==> src/rtl/button_event.sv <==
// Button gesture decoder: turns a debounced level into press, click, long-press,
// auto-repeat and release strobes. All outputs are registered.
module button_event #(
    parameter int LONG_COUNTS   = 50_000_000,
    parameter int REPEAT_COUNTS = 10_000_000
) (
    input  logic clk,
    input  logic reset,
    input  logic button_level,
    output logic press_pulse,
    output logic click_pulse,
    output logic long_pulse,
    output logic repeat_pulse,
    output logic release_pulse,
    output logic held
);

    // state     | meaning
    // WAIT_LOW  | after reset, waiting for the button to be seen released
    // IDLE      | released, waiting for a press
    // PRESSED   | held, counting toward the long-press threshold
    // LONG_HELD | long-press reached, counting auto-repeat intervals
    typedef enum logic [1:0] {
        WAIT_LOW  = 2'd0,
        IDLE      = 2'd1,
        PRESSED   = 2'd2,
        LONG_HELD = 2'd3
    } state_t;

    localparam logic [25:0] LONG_TC   = 26'(LONG_COUNTS - 1);
    localparam logic [25:0] REPEAT_TC = 26'(REPEAT_COUNTS - 1);

    state_t      state;
    logic [25:0] cnt;

    always_ff @(posedge clk) begin
        if (reset) begin
            state         <= WAIT_LOW;
            cnt           <= '0;
            press_pulse   <= 1'b0;
            click_pulse   <= 1'b0;
            long_pulse    <= 1'b0;
            repeat_pulse  <= 1'b0;
            release_pulse <= 1'b0;
            held          <= 1'b0;
        end else begin
            press_pulse   <= 1'b0;
            click_pulse   <= 1'b0;
            long_pulse    <= 1'b0;
            repeat_pulse  <= 1'b0;
            release_pulse <= 1'b0;
            case (state)
                WAIT_LOW: begin
                    held <= 1'b0;
                    if (!button_level) state <= IDLE;
                end
                IDLE: begin
                    held <= 1'b0;
                    if (button_level) begin
                        state       <= PRESSED;
                        cnt         <= '0;
                        press_pulse <= 1'b1;
                        held        <= 1'b1;
                    end
                end
                PRESSED: begin
                    // Release wins over a coincident long-press threshold.
                    if (!button_level) begin
                        state         <= IDLE;
                        release_pulse <= 1'b1;
                        click_pulse   <= 1'b1;
                        held          <= 1'b0;
                    end else if (cnt == LONG_TC) begin
                        state      <= LONG_HELD;
                        cnt        <= '0;
                        long_pulse <= 1'b1;
                    end else begin
                        cnt <= cnt + 26'd1;
                    end
                end
                LONG_HELD: begin
                    if (!button_level) begin
                        state         <= IDLE;
                        release_pulse <= 1'b1;
                        held          <= 1'b0;
                    end else if (cnt == REPEAT_TC) begin
                        cnt          <= '0;
                        repeat_pulse <= 1'b1;
                    end else begin
                        cnt <= cnt + 26'd1;
                    end
                end
                default: begin
                    state <= WAIT_LOW;
                    cnt   <= '0;
                    held  <= 1'b0;
                end
            endcase
        end
    end

endmodule

==> config.mk <==
export PLATFORM = sky130hd
export DESIGN_NAME = button_event
export DESIGN_NICKNAME = d
export VERILOG_FILES = /design/src/rtl/button_event.sv
export SDC_FILE = /design/constraint.sdc
export NUM_CORES = 1
export LEC_CHECK = 0
export ABC_AREA = 1
export CAP_MARGIN = 30
export CORE_MARGIN = 4
export CORE_UTILIZATION = 60
export DETAILED_ROUTE_END_ITERATION = 10
export PLACE_DENSITY = 0.79
export SLEW_MARGIN = 20
export SYNTH_ARGS = -nofsm -noshare
export SYNTH_HDL_FRONTEND = slang
export SYNTH_SLANG_ARGS = --single-unit
==> constraint.sdc <==
create_clock -name clk -period 2.1 [get_ports clk]
set_clock_uncertainty 0.05 [all_clocks]
set_input_delay 0.21 -clock clk [delete_from_list [all_inputs] [get_ports clk]]
set_output_delay 0.21 -clock clk [all_outputs]
set_load 0.01 [all_outputs]
# Yosys cells after proc, flatten, opt, wreduce, memory -nomap -nowiden
# Cells that the tools add are included.
totals:
  reg_bits: 34
op_classes:
  addsub: 1
  eq_ne: 11
  n_mux: 17
  bitwise: 5
  n_reduce_logical: 11
ops:
  columns: ["cell", "n"]
  rows:
  - ["$mux W26", 5]
  - ["$pmux W26 S3", 1]
  - ["$add A26 B1 Y26 const B", 1]
  - ["$eq A26 B24 Y1 const B", 1]
  - ["$eq A26 B26 Y1 const B", 1]
  - ["$ne A2 B2 Y1 const B", 5]
  - ["$reduce_or A2 Y1", 5]
  - ["$mux W2", 4]
  - ["$pmux W2 S3", 1]
  - ["$reduce_or A3 Y1", 2]
  - ["$mux W1", 5]
  - ["$not A1 Y1", 5]
  - ["$eq A2 B2 Y1 const B", 2]
  - ["$reduce_and A4 Y1", 1]
  - ["$ne A3 B3 Y1 const B", 1]
  - ["$pmux W1 S3", 1]
  - ["$reduce_and A3 Y1", 1]
  - ["$reduce_bool A3 Y1", 1]
  - ["$eq A2 B1 Y1 const B", 1]
  - ["$logic_not A2 Y1", 1]

# Logic depth before layout (Yosys ltp)
# Gate-level depths: netlist of the first run.
depth:
  ltp_word: 4
  ltp_mapped: 11
  depth_no_buf: 11

# Worst setup path before layout of the first run
# OpenSTA, ideal clock, no wires.
synth_timing:
  path_kind: "register to register"
  start: "register state[0]"
  end: "register cnt[15]"
  setup_time_ps: 114
  arrival_time_ps: 1448
  required_time_ps: 1936
  setup_slack_ps: 488
  path_stages_with_launch: 12
  synth_period_minus_slack_ps: 1612
  path_cell_list: "dfxtp_1 -> inv_1 -> ha_1 -> nand2_2 -> nand3_4 -> nand2_2 -> inv_2 -> nand3_2 -> nor2_2 -> nand3_1 -> a21oi_1 -> nor2_1"
synth_between:
  elab_chain_cells: 3
  elab_cells_between_ends: 9
  cone_classes: "6 x eq/ne; 1 x mux; 2 x reduce/logical"
synth_rtl:
  columns: ["element", "line", "rtl"]
  rows:
  - ["from (decl)", "33", "state_t state;"]
  - ["from (signal assigned)", "38", "state <= WAIT_LOW;"]
  - ["from (signal assigned)", "55", "if (!button_level) state <= IDLE;"]
  - ["from (signal assigned)", "60", "state <= PRESSED;"]
  - ["$eq A2 B2 Y1 / $eq A2 B1 Y1 (equally long branches)", "52", "case (state)"]
  - ["$ne A2 B2 Y1 (no line) / $reduce_bool A3 Y1 (equally long branches)", null, null]
  - ["$reduce_and A4 Y1 (no line)", null, null]
  - ["to (signal assigned)", "78", "cnt <= cnt + 26'd1;"]
  - ["to (signal assigned)", "90", "cnt <= cnt + 26'd1;"]
  - ["to (decl)", "34", "logic [25:0] cnt;"]
# Several ways; a longest one is shown, not always the timed one.
# A chain may end at the register's enable or synchronous reset.

# Worst setup path in the final report of the first run
layout_timing:
  start: "register cnt[0]"
  end: "register cnt[23]"
layout_between:
  elab_chain_cells: 4
  elab_cells_between_ends: 8
  cone_classes: "1 x add/sub; 2 x eq/ne; 5 x mux"
layout_rtl:
  columns: ["element", "line"]
  rows:
  - ["$add A26 B1 Y26, or another cell as far along", "78, 90"]
  - ["$mux W26, on equally long branches", "86, 73"]
  - ["$mux W26, on equally long branches", "82, 68"]
  - ["$pmux W26 S3 (*)", "52"]
# Every way passes the cells marked *; elsewhere a longest branch is shown, timed or not. The select of a mux whose other input is x is not followed.

==> metrics.txt, run 1 <==
# TYPE chip_impl_metric gauge
chip_impl_metric{name="cts_htree_levels",unit=""} 2
chip_impl_metric{name="worst_reg2reg_setup_slack",unit="ps"} 210
chip_impl_metric{name="finalNetCount",unit=""} 329
chip_impl_metric{name="arrival",unit="ps"} 2070
chip_impl_metric{name="cts-root-to-sink-buffers",unit=""} 2
chip_impl_metric{name="netlist-cell-type-count",unit=""} 33
chip_impl_metric{name="worst_hold_slack",unit="ps"} 448
chip_impl_info{name="worstPathCellList",value="ha_1 > nand2_1 > nor2_1 > nand2_1 > inv_1 > nand3_1 > nand2_2 > nand3_4 > nand2_4 > nor2_1"} 1
chip_impl_info{name="min_path_type",value="register to register"} 1
chip_impl_info{name="grt_setup_unrepaired",value="no"} 1
chip_impl_info{name="layout_common_cells",value="67 x sky130_fd_sc_hd__nand2_1, 54 x sky130_fd_sc_hd__nor2_1, 39 x sky130_fd_sc_hd__inv_1"} 1
chip_impl_metric{name="globalRouteTotalUtil",unit="%"} 24.9
chip_impl_metric{name="setup_viol_count_final",unit=""} 0
chip_impl_metric{name="period_minus_slack",unit="ps"} 1890
chip_impl_metric{name="timing.critical_path.slowest_cell_delay",unit="ps"} 380
chip_impl_metric{name="cts_inserted_buffers",unit=""} 5
chip_impl_metric{name="synth-simple-area-share",unit="%"} 45.2
chip_impl_metric{name="final_hold_viol_count",unit=""} 0
chip_impl_metric{name="clock_tree_sinks",unit=""} 34
chip_impl_info{name="cp_top_family",value="simple AND/OR/NAND/NOR gates"} 1
chip_impl_metric{name="route.detailed.drc",unit=""} 0
chip_impl_metric{name="final_count_of_pins_violating_max_slew",unit=""} 0
chip_impl_metric{name="fp.dieH",unit="µm"} 66.4
chip_impl_info{name="end_kind",value="register"} 1
chip_impl_metric{name="fp.coreArea",unit="µm²"} 3150
chip_impl_info{name="r2r-start",value="cnt[0]$_SDFFE_PP0P_"} 1
chip_impl_metric{name="drt_iter0_drc",unit=""} 239
chip_impl_info{name="ctsRootBufferMaster",value="sky130_fd_sc_hd__clkbuf_4"} 1
chip_impl_metric{name="fmax",unit="MHz"} 528
chip_impl_metric{name="mappedNetlistArea",unit="µm²"} 2050
chip_impl_metric{name="start_util",unit="%"} 64.9
chip_impl_info{name="synth_top_family_by_area",value="simple AND/OR/NAND/NOR gates"} 1
chip_impl_metric{name="antenna_violations_before_repair",unit=""} 0
chip_impl_metric{name="cts_post_setup_buffers_inserted",unit=""} 0
chip_impl_info{name="tritoncts",value="yes"} 1
chip_impl_metric{name="post_cts_resized",unit=""} 0
chip_impl_metric{name="synth_xor_xnor_area_share",unit="%"} 3.00
chip_impl_metric{name="globalRouteOverflowTotal",unit=""} 0
chip_impl_metric{name="ios",unit=""} 9
chip_impl_metric{name="antennaDiodeCount",unit=""} 0
chip_impl_metric{name="routabilityCongestion",unit=""} 0.903
chip_impl_metric{name="syn_inst",unit=""} 304
chip_impl_metric{name="ff2ff_path_depth",unit=""} 10
chip_impl_metric{name="share_of_cells_above_drive_strength_1",unit="%"} 13.4
chip_impl_metric{name="setup-tns-final",unit="ps"} 0
chip_impl_metric{name="vias_per_cell",unit=""} 5.31
chip_impl_info{name="r2r-end",value="cnt[23]$_SDFFE_PP0P_"} 1
chip_impl_metric{name="worstPathBufferInverterCount",unit=""} 1
chip_impl_metric{name="antenna_left",unit=""} 0
chip_impl_metric{name="min_period_over_period",unit="%"} 90.1
chip_impl_metric{name="clk_pin_slew_worst_paths",unit="ps"} 100
chip_impl_metric{name="final_core_utilization",unit="%"} 71.6
chip_impl_metric{name="rows",unit=""} 20
chip_impl_metric{name="number_of_warnings_issued_by_yosys",unit=""} 0
chip_impl_metric{name="synth-adder-area-share",unit="%"} 3.06
chip_impl_metric{name="synth_fp_nets",unit=""} 312
chip_impl_info{name="hold_path_startpoint",value="held$_SDFFE_PP0P_"} 1
chip_impl_metric{name="layoutNonFillerInstCount",unit=""} 366
chip_impl_metric{name="clk-insertion-delay-late",unit="ps"} 340
chip_impl_metric{name="area_growth_synth_to_finish",unit="%"} 10.3
chip_impl_metric{name="synth-compound-area-share",unit="%"} 5.50
chip_impl_metric{name="pwr_density_cell",unit="nW/µm²"} 721
chip_impl_metric{name="worstHoldPathCells",unit=""} 2
chip_impl_metric{name="drtPass1Iterations",unit=""} 5
chip_impl_metric{name="die_width",unit="µm"} 66.4
chip_impl_metric{name="vias",unit=""} 1943
chip_impl_metric{name="share_of_the_yosys_chip_area_belonging_to_registers",unit="%"} 33.3
chip_impl_info{name="worstSetupStartpointType",value="register"} 1
chip_impl_metric{name="drt-wirelength-per-cell",unit="µm"} 12.7
chip_impl_info{name="critical_path_class",value="register to register"} 1
chip_impl_info{name="worst_path_max_delay_cell",value="sky130_fd_sc_hd__dfxtp_1"} 1
chip_impl_metric{name="critPathMaxFanout",unit=""} 21
chip_impl_metric{name="max-vdd-ir-drop",unit="V"} 0.000455
chip_impl_metric{name="place.detailed.hpwl",unit="mm"} 3.56
chip_impl_metric{name="worst-endpoint-required",unit="ps"} 2270
chip_impl_metric{name="dpl.cell_count",unit=""} 358
chip_impl_metric{name="largest_net_degree_at_the_start_of_global_routing",unit=""} 22
chip_impl_metric{name="syn_area_per_cell",unit="µm²"} 6.73
chip_impl_metric{name="share_of_synthesized_area_spent_on_multiplexers",unit="%"} 0
chip_impl_metric{name="ys_seq_elements",unit=""} 34
chip_impl_metric{name="p_leak",unit="nW"} 0.881
chip_impl_info{name="status",value="completed"} 1
chip_impl_metric{name="slew_headroom",unit="%"} 78.3
chip_impl_metric{name="die-area",unit="µm²"} 4410
chip_impl_metric{name="cts_hold_bufs",unit=""} 0
chip_impl_metric{name="grt_pass1_wl",unit="mm"} 8.42
chip_impl_metric{name="tightest_slew",unit="ps"} 324
chip_impl_info{name="final_common_cell",value="sky130_fd_sc_hd__nand2_1"} 1
chip_impl_metric{name="cap_viol_max_count",unit=""} 0
chip_impl_metric{name="filler_cell_count",unit=""} 298
chip_impl_metric{name="first_global_vias",unit=""} 1850
chip_impl_metric{name="port-buffer-count",unit=""} 8
chip_impl_info{name="hold_crit_endpoint",value="held$_SDFFE_PP0P_"} 1
chip_impl_metric{name="detail_route.wirelength",unit="mm"} 4.63
-- cell families (layout without fill, tap and decap cells) --
| family | after synthesis | in the layout |
|---|---|---|
| AND/OR/NAND/NOR | 192 | 192 |
| buffers and inverters | 47 | 65 |
| flip-flops | 34 | 34 |
| AO/OA/AOI/OAI | 19 | 19 |
| XOR/XNOR | 7 | 7 |
| adder cells (fa/ha/maj) | 5 | 5 |
-- power by group --
group          internal, mW  switching [mW]  total (mW)
Combinational         0.155           0.294       0.449
Clock                 0.252           0.208       0.460
Sequential            0.686          0.0319       0.718
Total                  1.09           0.534        1.63
-- synth_stat cells, drive strengths merged --
cell type | count | area share, %
a21boi | 1 | 0.37
a21oi | 4 | 0.98
a31oi | 2 | 0.61
buf | 4 | 2.1
clkinv | 1 | 0.18
dfxtp | 34 | 33
ha | 5 | 3.1
inv | 42 | 7.7
nand2 | 75 | 15
nand3 | 30 | 9.3
nand4 | 7 | 2.1
nor2 | 63 | 13
nor3 | 14 | 4.9
nor3b | 1 | 0.37
nor4 | 2 | 0.61
o211ai | 2 | 0.73
o21a | 2 | 0.73
o21ai | 6 | 1.5
o22ai | 2 | 0.61
xnor2 | 2 | 0.86
xor2 | 5 | 2.1
-- area by class of cell --
| cell class | count | area (µm²) | area share, % |
|---|---|---|---|
| clock buffers | 7 | 45.0 | 1.99 |
| inverters | 43 | 161 | 7.15 |
| repair buffers | 14 | 125 | 5.54 |
| clock inverters | 1 | 30.0 | 1.33 |
| multi-input cells | 223 | 1160 | 51.4 |
| flip-flops and latches | 34 | 681 | 30.1 |
| well taps | 44 | 55.1 | 2.44 |
-- worst max path at each step --
stage | endpoint | cells past startpoint | from
final | cnt[23]$_SDFFE_PP0P_ | 10 | cnt[0]$_SDFFE_PP0P_
after global routing | cnt[20]$_SDFFE_PP0P_ | 10 | cnt[0]$_SDFFE_PP0P_
after CTS | cnt[23]$_SDFFE_PP0P_ | 10 | cnt[0]$_SDFFE_PP0P_
after detailed placement | cnt[13]$_SDFFE_PP0P_ | 10 | button_level
after global placement | cnt[15]$_SDFFE_PP0P_ | 10 | button_level
after floorplan | cnt[15]$_SDFFE_PP0P_ | 11 | state[0]$_SDFFE_PP0P_
-- flip-flops by register name, indices dropped and copies added, names as in the netlist --
name           cells
press_pulse        1
repeat_pulse       1
release_pulse      1
cnt               26
held               1
click_pulse        1
long_pulse         1
state              2
-- metal layers --
layer  GRT usage [%]  routed length, µm  part of all wire (%)
met5               0                  0                     0
met4            7.11                 79                   1.7
met3            5.10                271                   5.9
met2            38.7               1990                    43
met1            34.4               2290                    49
-- worst reg2reg max path, cell delays in order, from the launching register on --
cell	delay [ps]
sky130_fd_sc_hd__dfxtp_1	380
sky130_fd_sc_hd__ha_1	210
sky130_fd_sc_hd__nand2_1	70
sky130_fd_sc_hd__nor2_1	140
sky130_fd_sc_hd__nand2_1	120
sky130_fd_sc_hd__inv_1	90
sky130_fd_sc_hd__nand3_1	90
sky130_fd_sc_hd__nand2_2	110
sky130_fd_sc_hd__nand3_4	130
sky130_fd_sc_hd__nand2_4	290
sky130_fd_sc_hd__nor2_1	100
-- metrics by stage --
stage | total power [mW] | area [µm²] | setup slack, ps
2_1_floorplan | 1.08 | 2050 | 488
3_3_place_gp | 1.17 | 2180 | 205
5_1_grt | 1.74 | 2260 | 20.1
4_1_cts | 1.63 | 2260 | 218
3_5_place_dp | 1.18 | 2180 | 137
6_report | 1.63 | 2260 | 207
(Power assumes the default switching activity.)
==> inputs of run 2 (changes only) <==
SKIP_CTS_REPAIR_TIMING = 1   (was not set)
==> results of run 2 <==
Final layout, timing and power as in run 1 (identical DEF).
==> inputs of run 3 (changes only) <==
GPL_ROUTABILITY_DRIVEN = 0   (was not set)
==> run 3 against run 2 <==
Effect of this change:
- wire length decreased by 1.7%
- maximum frequency increased by 1.9%
- critical endpoint unchanged
- clock power shrank 24%
- clock-buffer cell count shrank 1
- final cell count down 0.82%
- via count down 0.93%
- worst setup slack improved by 36 ps
- critical path type unchanged
- combinational power decreased by 1%
- sequential share of layout area is 0.42 points higher
- highest routed layer unchanged
- largest cell class unchanged
- hold slack lost 7.7 ps
==> metrics.txt, run 3 (same netlist as run 1, synthesis figures left out) <==
# TYPE chip_impl_metric gauge
chip_impl_metric{name="slew_headroom",unit="%"} 79.4
chip_impl_metric{name="area_growth_synth_to_finish",unit="%"} 8.80
chip_impl_metric{name="final_core_utilization",unit="%"} 70.6
chip_impl_metric{name="design_power_total",unit="mW"} 1.51
chip_impl_metric{name="tightest_slew",unit="ps"} 308
chip_impl_info{name="tritoncts",value="yes"} 1
chip_impl_metric{name="die-area",unit="µm²"} 4410
chip_impl_metric{name="fp.dieH",unit="µm"} 66.4
chip_impl_metric{name="p_leak",unit="nW"} 0.866
chip_impl_info{name="biggestRegsByFlops",value="cnt x26, state x2"} 1
chip_impl_metric{name="worst-endpoint-required",unit="ps"} 2280
chip_impl_metric{name="share_of_cells_above_drive_strength_1",unit="%"} 13.2
chip_impl_metric{name="drt_iter0_drc",unit=""} 158
chip_impl_metric{name="timing.critical_path.slowest_cell_delay",unit="ps"} 380
chip_impl_metric{name="fp.coreArea",unit="µm²"} 3150
chip_impl_metric{name="arrival",unit="ps"} 2030
chip_impl_metric{name="start_util",unit="%"} 64.9
chip_impl_metric{name="layoutNonFillerInstCount",unit=""} 363
chip_impl_metric{name="largest_reg_flops",unit=""} 26
chip_impl_metric{name="fin_ws",unit="ps"} 243
chip_impl_metric{name="cts_inserted_buffers",unit=""} 5
chip_impl_metric{name="final_hold_viol_count",unit=""} 0
chip_impl_info{name="end_kind",value="register"} 1
chip_impl_metric{name="clk_pin_slew_worst_paths",unit="ps"} 90
chip_impl_metric{name="place.detailed.hpwl",unit="mm"} 3.56
chip_impl_metric{name="final_count_of_pins_violating_max_slew",unit=""} 0
chip_impl_metric{name="vias_per_cell",unit=""} 5.30
chip_impl_metric{name="globalRouteOverflowTotal",unit=""} 0
chip_impl_info{name="grt_setup_unrepaired",value="no"} 1
chip_impl_metric{name="max-vdd-ir-drop",unit="V"} 0.000393
chip_impl_metric{name="first_global_vias",unit=""} 1809
chip_impl_metric{name="vias",unit=""} 1925
chip_impl_info{name="ctsRootBufferMaster",value="sky130_fd_sc_hd__clkbuf_4"} 1
chip_impl_info{name="status",value="completed"} 1
chip_impl_metric{name="clock_tree_sinks",unit=""} 34
chip_impl_info{name="layout_common_cells",value="67 x sky130_fd_sc_hd__nand2_1, 54 x sky130_fd_sc_hd__nor2_1, 39 x sky130_fd_sc_hd__inv_1"} 1
chip_impl_metric{name="grt_pass1_wl",unit="mm"} 8.07
chip_impl_info{name="worst_path_max_delay_cell",value="sky130_fd_sc_hd__dfxtp_1"} 1
chip_impl_metric{name="largest_net_degree_at_the_start_of_global_routing",unit=""} 22
chip_impl_metric{name="antenna_left",unit=""} 0
chip_impl_metric{name="dpl.cell_count",unit=""} 357
chip_impl_metric{name="ios",unit=""} 9
chip_impl_info{name="top_register",value="cnt"} 1
chip_impl_metric{name="period_minus_slack",unit="ps"} 1860
chip_impl_metric{name="drtPass1Iterations",unit=""} 5
chip_impl_metric{name="critPathMaxFanout",unit=""} 21
chip_impl_metric{name="rows",unit=""} 20
chip_impl_metric{name="fmax",unit="MHz"} 539
chip_impl_metric{name="detailedPlace.worstSlack",unit="ps"} 152
chip_impl_metric{name="setup-tns-final",unit="ps"} 0
chip_impl_metric{name="multi_input_comb_area",unit="µm²"} 1160
chip_impl_info{name="worstPathCellList",value="ha_1 > nand2_1 > nor2_1 > nand2_1 > inv_1 > nand3_1 > nand2_2 > nand3_4 > nand2_4 > nor2_1"} 1
chip_impl_metric{name="antennaDiodeCount",unit=""} 0
chip_impl_metric{name="globalRouteTotalUtil",unit="%"} 24.0
chip_impl_metric{name="area.sequential",unit="µm²"} 681
chip_impl_metric{name="detail_route.wirelength",unit="mm"} 4.56
chip_impl_metric{name="pwr_density_cell",unit="nW/µm²"} 679
chip_impl_metric{name="route.detailed.drc",unit=""} 0
chip_impl_info{name="min_path_type",value="register to register"} 1
chip_impl_metric{name="setup_viol_count_final",unit=""} 0
chip_impl_info{name="r2r-start",value="cnt[0]$_SDFFE_PP0P_"} 1
chip_impl_metric{name="port-buffer-count",unit=""} 8
chip_impl_metric{name="filler_cell_count",unit=""} 271
chip_impl_metric{name="finalNetCount",unit=""} 328
chip_impl_info{name="launching_instance_or_port_of_the_critical_path",value="cnt[0]$_SDFFE_PP0P_"} 1
chip_impl_metric{name="cts-root-to-sink-buffers",unit=""} 2
chip_impl_metric{name="min_period_over_period",unit="%"} 88.4
chip_impl_metric{name="die_width",unit="µm"} 66.4
chip_impl_metric{name="clk-insertion-delay-late",unit="ps"} 340
chip_impl_metric{name="antenna_violations_before_repair",unit=""} 0
chip_impl_metric{name="cts_htree_levels",unit=""} 2
chip_impl_info{name="hold_path_startpoint",value="held$_SDFFE_PP0P_"} 1
chip_impl_metric{name="drt-wirelength-per-cell",unit="µm"} 12.5
chip_impl_info{name="worstSetupStartpointType",value="register"} 1
chip_impl_info{name="final_common_cell",value="sky130_fd_sc_hd__nand2_1"} 1
chip_impl_metric{name="cap_viol_max_count",unit=""} 0
chip_impl_info{name="critical_path_class",value="register to register"} 1
==> run 3: cell type report <==
class | count | area share [%]
clock buffer | 6 | 2.30
inverter | 43 | 7.25
timing repair buffer | 13 | 5.28
multi-input combinational | 223 | 52.1
sequential | 34 | 30.6
tap | 44 | 2.47
==> run 3: final timing paths <==
| path | to | slack (ps) | cells past startpoint |
|---|---|---|---|
| hold reg to reg | held$_SDFFE_PP0P_ | 440 | 2 |
| hold / removal | held$_SDFFE_PP0P_ | 440 | 2 |
| setup / recovery | cnt[23]$_SDFFE_PP0P_ | 240 | 10 |
| setup reg to reg | cnt[23]$_SDFFE_PP0P_ | 240 | 10 |
==> run 3: power breakdown <==
part,internal [mW],leakage (nW),switching (mW),total (mW)
clock,0.151,0.0302,0.200,0.351
sequential,0.686,0.275,0.0325,0.718
combinational,0.155,0.561,0.288,0.443
total,0.992,0.866,0.521,1.51
==> run 3: critical path: cells and delay by family (launching register included) <==
family,cells,cell delay (ps)
AND/OR/NAND/NOR,8,990
adder cells (fa/ha/maj),1,210
buffers and inverters,1,90
flip-flops,1,380
==> run 3: metrics by stage <==
stage | hold slack [ps] | area (µm²)
final | 441 | 2230
after global routing | 496 | 2230
after CTS | 445 | 2230
after detailed placement | 425 | 2180
after global placement | 422 | 2180
after floorplan | 232 | 2050
==> run 3: metal layers <==
layer,track usage (%),share of wire [%],vias up
met4,10.2,2.3,0
li1,-,-,998
met5,0,0,-
met1,32.5,49,854
met2,36.2,42,62
met3,5.44,6.2,11
